## config.mk

```make
export PLATFORM = sky130hd
export DESIGN_NAME = down_counter_timer
export DESIGN_NICKNAME = d
export VERILOG_FILES = /design/src/rtl/down_counter_timer.sv
export SDC_FILE = /design/constraint.sdc
export NUM_CORES = 1
export LEC_CHECK = 0
export ABC_AREA = 1
export BUFFER_PORTS_ARGS = -buffer_cell sky130_fd_sc_hd__buf_2
export CAP_MARGIN = 20
export CORE_MARGIN = 3
export CORE_UTILIZATION = 42
export DETAILED_ROUTE_END_ITERATION = 12
export PLACE_DENSITY = 0.69
export SETUP_SLACK_MARGIN = 0.4
export SLEW_MARGIN = 30
export SYNTH_ARGS = -nofsm -noshare
export SYNTH_HDL_FRONTEND = slang
export SYNTH_SLANG_ARGS = --single-unit
```

## constraint.sdc

```tcl
create_clock -name clk -period 2.1 [get_ports clk]
set_input_delay 0.42 -clock clk [delete_from_list [all_inputs] [get_ports clk]]
set_output_delay 0.42 -clock clk [all_outputs]
set_load 0.02 [all_outputs]
```

## src/rtl/down_counter_timer.sv

```systemverilog
// down_counter_timer
// Loadable down-counting timer with a one-cycle terminal-count pulse and an
// optional auto-reload mode for periodic strobes. A loaded value is held in
// reload_reg so the timer can be restarted from DONE, or reloaded at each
// terminal event, without a fresh load.
//
// state   | meaning
// --------+-----------------------------------------------------------
// IDLE    | loaded or reset, waiting for start; count holds
// RUN     | decrementing once per cycle unless pause is high
// PAUSED  | count frozen; returns to RUN when pause drops
// DONE    | terminal event reached without reload; count holds 0
module down_counter_timer #(
    parameter int N = 4
) (
    input  logic         clk,
    input  logic         reset_n,
    input  logic         load,
    input  logic [N-1:0] load_data,
    input  logic         start,
    input  logic         pause,
    input  logic         auto_reload,
    output logic [N-1:0] count,
    output logic         tc,
    output logic         busy
);

    typedef enum logic [1:0] {
        ST_IDLE   = 2'd0,
        ST_RUN    = 2'd1,
        ST_PAUSED = 2'd2,
        ST_DONE   = 2'd3
    } state_t;

    localparam logic [N-1:0] CNT_ZERO = '0;
    localparam logic [N-1:0] CNT_ONE  = N'(1);

    state_t       state;
    state_t       state_nxt;
    logic [N-1:0] count_nxt;
    logic [N-1:0] reload_reg;
    logic [N-1:0] reload_nxt;
    logic         tc_nxt;

    logic         count_is_zero;
    logic         count_is_one;
    logic         reload_is_zero;

    // Terminal comparisons shared by the next-state logic.
    always_comb begin
        count_is_zero  = (count == CNT_ZERO);
        count_is_one   = (count == CNT_ONE);
        reload_is_zero = (reload_reg == CNT_ZERO);
    end

    // State, count, reload value and tc pulse registers.
    always_ff @(posedge clk or negedge reset_n) begin
        if (!reset_n) begin
            state      <= ST_IDLE;
            count      <= CNT_ZERO;
            reload_reg <= CNT_ZERO;
            tc         <= 1'b0;
        end else begin
            state      <= state_nxt;
            count      <= count_nxt;
            reload_reg <= reload_nxt;
            tc         <= tc_nxt;
        end
    end

    // Next-state and datapath decisions; load overrides everything else.
    always_comb begin
        state_nxt  = state;
        count_nxt  = count;
        reload_nxt = reload_reg;
        tc_nxt     = 1'b0;

        if (load) begin
            count_nxt  = load_data;
            reload_nxt = load_data;
            state_nxt  = ST_IDLE;
        end else begin
            unique case (state)
                ST_IDLE: begin
                    if (start) begin
                        if (count_is_zero) begin
                            state_nxt = ST_DONE;
                            tc_nxt    = 1'b1;
                        end else begin
                            state_nxt = ST_RUN;
                        end
                    end
                end

                ST_RUN: begin
                    if (pause) begin
                        state_nxt = ST_PAUSED;
                    end else if (count_is_one) begin
                        tc_nxt = 1'b1;
                        if (auto_reload) begin
                            count_nxt = reload_reg;
                        end else begin
                            count_nxt = CNT_ZERO;
                            state_nxt = ST_DONE;
                        end
                    end else if (!count_is_zero) begin
                        count_nxt = count - CNT_ONE;
                    end else begin
                        // A zero count cannot be entered in RUN; recover to DONE.
                        state_nxt = ST_DONE;
                    end
                end

                ST_PAUSED: begin
                    if (!pause) begin
                        state_nxt = ST_RUN;
                    end
                end

                ST_DONE: begin
                    if (start) begin
                        if (reload_is_zero) begin
                            tc_nxt = 1'b1;
                        end else begin
                            count_nxt = reload_reg;
                            state_nxt = ST_RUN;
                        end
                    end
                end

                default: begin
                    state_nxt = ST_IDLE;
                end
            endcase
        end
    end

    // busy is a pure decode of the registered state.
    always_comb begin
        busy = (state == ST_RUN) || (state == ST_PAUSED);
    end

endmodule

```

==> results of run 1 <==
==> layer usage <==
metal	vias up	wire [um]	part of all wire
met5	-	0	0
met4	0	49	0.025
met3	6	85	0.044
met2	25	900	0.47
met1	367	894	0.46
li1	430	-	-
==> worst paths after layout <==
kind	from	endpoint	slack, ns	cells past startpoint
max	state[1]	busy	0.45	3
max in group asynchronous	reset_n	tc	1.88	1
max reg2reg	state[0]	count[2]	0.55	9
min reg2reg	reload_reg[2]	reload_reg[2]	0.50	2
min in group clk	load_data[1]	reload_reg[1]	0.39	3
min	reset_n	count[3]	0.01	1
==> stage by stage <==
| step | setup slack, ns | util | instance area [um^2] | instances | power, uW |
|---|---|---|---|---|---|
| after floorplan | 0.672 | - | 902 | 125 | 941 |
| after global placement | 0.553 | 0.498 | 997 | 166 | 1110 |
| after detailed placement | 0.521 | 0.498 | 997 | 166 | 1120 |
| after CTS | 0.432 | 0.511 | 1020 | 170 | 1270 |
| after global routing | 0.401 | 0.521 | 1040 | 172 | 1430 |
| final | 0.449 | 0.521 | 1040 | 172 | 1300 |
==> kinds of logic (layout without fill, tap and decap cells) <==
kind of cell / Yosys count / after routing
xor+xnor: 1 / 1
fa+ha+maj: 7 / 7
buf+inv: 19 / 39
compound gates: 5 / 5
simple gates: 82 / 82
flops: 11 / 11
==> cells in the mapped netlist <==
library cell | n | share of area
nand2_1 | 39 | 0.16
nand3_1 | 15 | 0.083
inv_1 | 14 | 0.058
nor2_1 | 13 | 0.054
dfrtp_1 | 11 | 0.31
ha_1 | 7 | 0.097
nand3_2 | 4 | 0.044
inv_2 | 3 | 0.012
nand2_4 | 3 | 0.037
a21oi_1 | 2 | 0.011
nor2_4 | 2 | 0.025
o21ai_0 | 2 | 0.011
clkbuf_8 | 1 | 0.015
clkinv_1 | 1 | 0.0042
nand2_8 | 1 | 0.022
nand3b_1 | 1 | 0.0083
nand4_1 | 1 | 0.0069
nor2_2 | 1 | 0.0069
o31ai_1 | 1 | 0.0083
or2_2 | 1 | 0.0069
or2_4 | 1 | 0.0097
xor2_1 | 1 | 0.0097
==> what timing repair did <==
item / CTS / global route
setup endpoints to repair: 0 / 3
gates resized for setup: 0 / 3
buffers inserted: 0 / 2
==> power groups by stage <==
stage | registers, uW | logic, uW | clock network, uW
detailed placement | 345 | 773 | 0
global route | 350 | 923 | 153
CTS | 342 | 779 | 149
global placement | 344 | 763 | 0
finish | 343 | 810 | 143
floorplan | 384 | 557 | 0
==> cell type report <==
cell class,instances,area share
Multi-Input combinational cell,95,0.525
Clock buffer,4,0.0252
Tap cell,27,0.0324
Sequential cell,11,0.264
Timing Repair Buffer,17,0.0887
Inverter,18,0.0647
==> flow_summary_export.csv, run 1 <==
group,metric,value,unit
layout,final_nets,163,
pwr,p_switching,639,uW
drt,vias_per_cell,4.81,
global_routing,grt.busiest_layer,"met2",
pwr,clkPwrFrac,0.110,
yosys,synth_top_family_by_area,"simple AND/OR/NAND/NOR gates",
global_routing,grt_usage,0.164,
layout,fill_cells,205,
flow_run,maxCapViolCount,0,
place,port_buffers,15,
clocking,cts_tree,"built",
layout,layout-drive-gt1-share,0.262,
layout,area_growth,15.7,%
clocking,ctsHoldBuffers,0,
setup_path,startpoint_type,"flip-flop",
outcome,outcome,"completed",
yosys,yosysUniqueCellTypes,22,
drt,ant_nets,0,
clocking,clockBufferDepth,2,
setup_path,crit_type,"flip-flop to primary output",
timing,hold_violations,0,
yosys,seq_area_frac_synth,0.305,
pwr,power_frac_seq,0.265,
timing,max_freq,0.606,GHz
setup_path,end_kind,"primary output",
yosys,yosys.area_share.simple,0.467,
global_routing,use_met1,0.213,
layout,register_area,275,um^2
clocking,clockRootBuffer,"clkbuf_4",
layout,multi_input_area,548,um^2
place,hpwl,1.53,mm
yosys,syn_nets,142,
clocking,h-tree-depth,1,
drt,routed_wl,1.93,mm
global_routing,antenna_found_initial,0,
pwr,pwr-share-comb,0.625,
clocking,clkTransAtPathRegs,0.07,ns
timing,slew_violations,0,
clocking,clkLatencyLatePin,0.27,ns
setup_path,cp_max_fo,5,
setup_path,critPathTopFamily,"flip-flops",
timing,fin_crit_sh,0.786,
layout,final_common_cell,"nand2_1",
layout,final_cell_mix,"nand2_1, nand3_1, buf_2",
drt,drtPass1Iterations,4,
global_routing,grt_pass1_wl,3.33,mm
pwr,p_leak,0.000604,uW
floorplanning,die_h,52.3,um
floorplanning,row_count,16,
yosys,synth_xor_area_frac,0.00971,
yosys,synth_compound_area_frac,0.0305,
floorplanning,die_w,52.3,um
yosys,synthCells,125,
yosys,ys_ff_latch,11,
timing,maxSlewHeadroom,0.824,
yosys,synthAdderAreaFrac,0.0971,
yosys,synth_mux_area_frac,0,
yosys,synth_warnings,0,
pwr,peakVddDrop,0.607,mV
setup_path,crit_required,1.68,ns
drt,drc,0,
floorplanning,io_pins,16,
setup_path,crit_arrival,1.23,ns
drt,wl_per_cell,11.2,um
timing,rsz0062_at_grt,"false",
floorplanning,die_area,2740,um^2
yosys,avgSynthCellArea,7.22,um^2
timing,hold_slack,0.0135,ns
timing,finClkSkew,0.000457,ns
pwr,power_density,1240,nW/um^2
setup_path,cpPeakStageDelay,0.44,ns
floorplanning,core-area,2000,um^2
timing,fin_crit,1.65,ns
timing,fin_tns_setup,0,ns
setup_path,crit_path_cell_trace,"inv_2 > ha_1 > buf_4",
hold_path,hp-class,"input port to asynchronous set/reset pin",
place,gp_congestion,0.867,
global_routing,grt_max_degree,15,
global_routing,grtUsageMet3,0.0171,
pwr,swShare,0.493,
yosys,synth_area,902,um^2
drt,drt_iter0_drc,25,
drt,dr_total_vias,828,
timing,setup_viol,0,
layout,num_antenna_cells,0,
global_routing,gr-total-overflow,0,
setup_path,crit_buf_inv,2,
clocking,cts_sinks,11,
setup_path,cpMaxStageDelayCell,"dfrtp_1",
timing,worstMarginPinSlew,0.264,ns
pwr,intPower,657,uW
clocking,numCtsBuffers,3,
global_routing,grt_pass1_vias,780,
global_routing,use_met2,0.262,
floorplanning,start_util,0.451,
(Power assumes the default switching activity.)
==> inputs of run 2 (changes only) <==
- ABC_AREA: 1 -> 0
- PLACE_DENSITY: 0.69 -> 0.7
- clock period: 2.1 -> 1.6 ns (I/O delays scaled with it)
==> flow_summary_export.csv, run 2 <==
group,metric,value,unit
yosys,synth_top_area_cell,"dfrtp_1",
yosys,synth-edff-count,0,
yosys,synth_most_common_cell,"inv_1",
layout,final_nets,143,
timing,slew_violations,0,
drt,wl_met2,1.19,mm
timing,setup_viol,7,
yosys,dominantRegCellSynth,"dfrtp_1",
drt,wl_per_cell,16.5,um
floorplanning,core-area,1590,um^2
yosys,synth_xor_area_frac,0.0116,
drt,routed_wl,2.46,mm
timing,rsz0062_at_grt,"true",
timing,hold_violations,0,
place,hpwl,1.53,mm
drt,drt-met1-wl,1.02,mm
layout,num_antenna_cells,0,
yosys,synth_mux_area_frac,0.0713,
clocking,clkTransAtPathRegs,0.07,ns
yosys,synth_top_area_share,0.365,
floorplanning,die_h,48.4,um
yosys,syn_nets,93,
global_routing,grt_pass1_vias,797,
setup_path,cp_max_fo,4,
global_routing,antenna_found_initial,0,
floorplanning,start_util,0.473,
hold_path,hp-class,"input port to flip-flop",
yosys,synth.area.top_cells,"dfrtp_1, ha_1, inv_1",
clocking,cts_tree,"built",
place,gp_congestion,0.796,
timing,hold_slack,0.272,ns
clocking,numCtsBuffers,3,
clocking,cts_sinks,11,
setup_path,r2r_slack,-0.26,ns
yosys,yosysUniqueCellTypes,30,
yosys,synth_warnings,0,
clocking,clkLatencyLatePin,0.28,ns
drt,dr_total_vias,812,
timing,max_freq,0.539,GHz
layout,final_cell_mix,"buf_4, buf_6, buf_2",
yosys,yosys.area_share.simple,0.119,
yosys,synth_compound_area_frac,0.252,
timing,fin_tns_setup,-1.48,ns
yosys,synth_top_family_by_area,"compound AO/OA/AOI/OAI gates",
drt,drc,0,
drt,maxUsedRoutingLayer,"met4",
yosys,synthTopCellsByCount,"inv_1, dfrtp_1, ha_1, o21ai_0, nand2_1",
yosys,synthAdderAreaFrac,0.116,
yosys,synthArstFlopShare,1.00,
flow_run,maxCapViolCount,0,
outcome,outcome,"finished, violations left",
outcome,violations,"setup timing",
global_routing,gr-total-overflow,0,
setup_path,crit_arrival,2.03,ns
drt,vias_per_cell,5.45,
timing,fin_crit_sh,1.16,
floorplanning,die_area,2340,um^2
pwr,power_density,1790,nW/um^2
clocking,clockRootBuffer,"clkbuf_4",
layout,layout-drive-gt1-share,0.608,
timing,finClkSkew,0.00149,ns
setup_path,end_kind,"flip-flop",
timing,postLayoutSetupSlackWorst,-0.257,ns
yosys,ys_ff_latch,11,
global_routing,grt_usage,0.205,
drt,ant_nets,0,
setup_path,crit_type,"flip-flop to flip-flop",
timing,worstMarginPinSlew,0.506,ns
clocking,clockBufferDepth,2,
setup_path,startpoint_type,"flip-flop",
floorplanning,die_w,48.4,um
place,port_buffers,15,
yosys,synthCells,76,
setup_path,crit_required,1.77,ns
floorplanning,io_pins,16,
global_routing,grt_max_degree,12,
pwr,peakVddDrop,1.08,mV
floorplanning,row_count,14,
timing,fin_crit,1.86,ns
pwr,p_leak,0.000609,uW
drt,drt_iter0_drc,22,
yosys,synth_area,754,um^2
clocking,h-tree-depth,1,
layout,final_common_cell,"buf_4",
yosys,seq_area_frac_synth,0.365,
drt,route.met3.wl,194,um
layout,area_growth,71.1,%
global_routing,grt_pass1_wl,3.71,mm
timing,maxSlewHeadroom,0.663,
yosys,avgSynthCellArea,9.93,um^2
drt,drtPass1Iterations,4,
-- run 2: cell count changes in the layout (fill, tap and decap cells not counted), sizes merged, moves of 3 or more --
cell    before  now
nor2b        0    3
inv         17   12
mux2         0    3
buf         17   45
o221ai       0    4
nand2       43    5
nand3       19    0
o21ai        2    7
nor2        16    1
-- run 2: cells by family after synthesis --
logic type	Yosys count
compound gates	23
xor+xnor	1
fa+ha+maj	7
buf+inv	13
flops	11
mux	5
simple gates	16
-- run 2: metal layers --
metal / vias up / track usage
met5: - / 0
met4: 0 / 0.0853
met3: 9 / 0.0245
met2: 40 / 0.356
met1: 387 / 0.257
li1: 376 / -
-- run 2: repair_timing --
| action | in CTS | in global routing |
|---|---|---|
| pin swaps | 11 | 5 |
| hold buffers | 1 | 0 |
| endpoints found under the hold margin | 11 | 0 |
| buffers inserted | 7 | 6 |
| gates resized for setup | 26 | 10 |
| setup endpoints to repair | 12 | 12 |
-- run 2: path summary, 6_finish.rpt --
| kind | cells after the start | end | from |
|---|---|---|---|
| hold / removal | 3 | reload_reg[3] | load_data[3] |
| setup / recovery | 6 | count[3] | count[0] |
| hold reg to reg | 2 | reload_reg[3] | reload_reg[3] |
| min in group asynchronous | 2 | state[0] | reset_n |
| setup reg to reg | 6 | count[3] | count[0] |
| max in group asynchronous | 2 | count[0] | reset_n |
-- run 2: per-stage QoR --
stage / setup WS (ns) / cells / util / total power (uW) / area [um^2]
after floorplan: -0.294 / 76 / - / 1070 / 781
after global placement: -0.223 / 131 / 0.633 / 1470 / 1010
after detailed placement: -0.254 / 131 / 0.633 / 1490 / 1010
after CTS: -0.253 / 143 / 0.751 / 2040 / 1200
after global routing: -0.304 / 149 / 0.810 / 2450 / 1290
final: -0.257 / 149 / 0.810 / 2320 / 1290
-- run 2: worst max-delay path: stages (launching register included) --
cell and delay (ns):
dfrtp_2 0.42, inv_2 0.07, ha_4 0.12, or3b_4 0.38
o21a_4 0.22, o21ai_4 0.20, mux2_4 0.33
-- run 2: layout make-up --
class	instances	area, um^2
Fill cell	87	303
Clock buffer	3	22.5
Inverter	12	45.0
Multi-Input combinational cell	52	547
Tap cell	24	30.0
Sequential cell	11	278
Timing Repair Buffer	46	364
Clock inverter	1	5.00
-- run 2: power by group --
| part | switching (uW) | internal, uW | total, uW | leakage [uW] |
|---|---|---|---|---|
| sequential | 84.9 | 366 | 451 | 0.000135 |
| combinational | 726 | 944 | 1670 | 0.000456 |
| clock | 103 | 93.1 | 196 | 0.0000177 |
==> inputs of run 3 (changes only) <==
- RECOVER_POWER: not set -> 100
==> flow_summary_export.csv, run 3 (synthesized netlist as in run 2, its figures left out) <==
group,metric,value,unit
place,port_buffers,15,
flow_run,maxCapViolCount,0,
floorplanning,die_area,2340,um^2
drt,dr_total_vias,819,
outcome,violations,"setup timing",
pwr,swShare,0.401,
setup_path,cpMaxStageDelayCell,"dfrtp_2",
setup_path,crit_type,"flip-flop to flip-flop",
hold_path,hold-path-cell-count,3,
timing,postLayoutSetupSlackWorst,-0.259,ns
hold_path,hp-class,"input port to flip-flop",
clocking,cts_tree,"built",
setup_path,crit_arrival,2.02,ns
pwr,p_switching,910,uW
pwr,peakVddDrop,1.07,mV
pwr,pwr-share-comb,0.719,
global_routing,grt_max_degree,12,
global_routing,grt_pass1_vias,797,
pwr,power_frac_seq,0.196,
timing,slew_violations,0,
timing,fin_crit,1.86,ns
layout,num_antenna_cells,0,
floorplanning,core-area,1590,um^2
pwr,power_density,1790,nW/um^2
floorplanning,io_pins,16,
global_routing,use_met2,0.356,
global_routing,use_met1,0.257,
clocking,clockBufferDepth,2,
setup_path,end_kind,"flip-flop",
layout,final_nets,143,
timing,rsz0062_at_grt,"true",
global_routing,grt_usage,0.205,
setup_path,reg2reg_depth,6,
layout,fill_cells,91,
timing,worstMarginPinSlew,0.571,ns
floorplanning,die_h,48.4,um
timing,hold_violations,0,
clocking,numCtsBuffers,3,
outcome,outcome,"finished, violations left",
layout,layout-drive-gt1-share,0.568,
drt,drtPass1Iterations,4,
timing,maxSlewHeadroom,0.619,
layout,final_cell_mix,"buf_4, dfrtp_1, buf_6",
global_routing,grt.busiest_layer,"met2",
pwr,intPower,1360,uW
place,gp_congestion,0.796,
layout,area_growth,68.3,%
global_routing,grtUsageMet3,0.0245,
clocking,clockRootBuffer,"clkbuf_4",
floorplanning,start_util,0.473,
drt,ant_nets,0,
floorplanning,row_count,14,
drt,wl_per_cell,16.3,um
setup_path,cpPeakStageDelay,0.43,ns
layout,final_common_cell,"buf_4",
place,dpl_worst_slack,-0.254,ns
clocking,clkTransAtPathRegs,0.07,ns
setup_path,startpoint_type,"flip-flop",
clocking,h-tree-depth,1,
pwr,p_leak,0.000587,uW
timing,setup_viol,7,
drt,drc,0,
place,hpwl,1.53,mm
timing,fin_tns_setup,-1.50,ns
clocking,clkLatencyLatePin,0.28,ns
global_routing,grt_pass1_wl,3.71,mm
drt,drt_iter0_drc,29,
timing,max_freq,0.538,GHz
timing,fin_crit_sh,1.16,
global_routing,gr-total-overflow,0,
drt,routed_wl,2.43,mm
timing,finClkSkew,0.00102,ns
setup_path,crit_path_cell_trace,"inv_2 > ha_4 > or3b_4 > o21a_4 > o21ai_4 > mux2_4",
floorplanning,die_w,48.4,um
pwr,clkPwrFrac,0.085,
setup_path,crit_required,1.77,ns
drt,vias_per_cell,5.50,
global_routing,antenna_found_initial,0,
clocking,cts_sinks,11,
setup_path,cp_max_fo,4,
-- run 3: final timing paths --
| kind | from | slack [ns] | endpoint |
|---|---|---|---|
| worst min register to register | reload_reg[3] | 0.59 | reload_reg[3] |
| worst max register to register | count[0] | -0.26 | count[3] |
| min in group asynchronous | reset_n | 0.60 | state[0] |
| worst min-delay path | load_data[3] | 0.28 | reload_reg[3] |
| worst max-delay path | count[0] | -0.26 | count[3] |
| max in group asynchronous | reset_n | 0.60 | count[1] |
-- run 3: area by class of cell --
type	instances	area [um^2]	area share
inverter	12	45.0	0.0355
multi-input combinational	52	547	0.431
clock inverter	1	5.00	0.00394
timing repair buffer	46	343	0.270
tap	24	30.0	0.0236
sequential	11	278	0.219
clock buffer	3	22.5	0.0177
-- run 3: routing by layer --
layer  wire length (um)  share of wire
met5                  0              0
met4                 58          0.024
met3                147          0.061
met2               1190           0.49
met1               1030           0.43
-- run 3: stage by stage --
stage	power (uW)	cell area, um^2	hold slack (ns)	instances	util
floorplan	1070	781	0.0244	76	-
global placement	1470	1010	0.197	131	0.633
detailed placement	1490	1010	0.197	131	0.633
CTS	2040	1200	0.290	143	0.751
global route	2400	1270	0.312	149	0.797
finish	2270	1270	0.276	149	0.797
-- run 3: power by group through the flow --
stage / clock network [uW] / logic (uW) / registers [uW]
final: 194 / 1630 / 445
after detailed placement: 0 / 1050 / 441
after global placement: 0 / 1030 / 435
after floorplan: 0 / 554 / 521
after CTS: 190 / 1400 / 447
after global routing: 220 / 1730 / 450
-- run 3: repair_timing --
action                                  CTS  global route
endpoints found under the setup margin   12            12
buffers inserted                          7             6
hold buffers                              1             0
resized for setup                        26            10
endpoints found under the hold margin    11             0
pin swaps                                11             5
-- run 3: worst max-delay path, delay by kind of cell, from the launching register on --
| kind | cells | cell delay [ns] |
|---|---|---|
| multiplexers | 1 | 0.33 |
| AND/OR/NAND/NOR | 1 | 0.38 |
| flip-flops | 1 | 0.43 |
| buffers and inverters | 1 | 0.07 |
| AO/OA/AOI/OAI | 2 | 0.42 |
| adder cells (fa/ha/maj) | 1 | 0.12 |
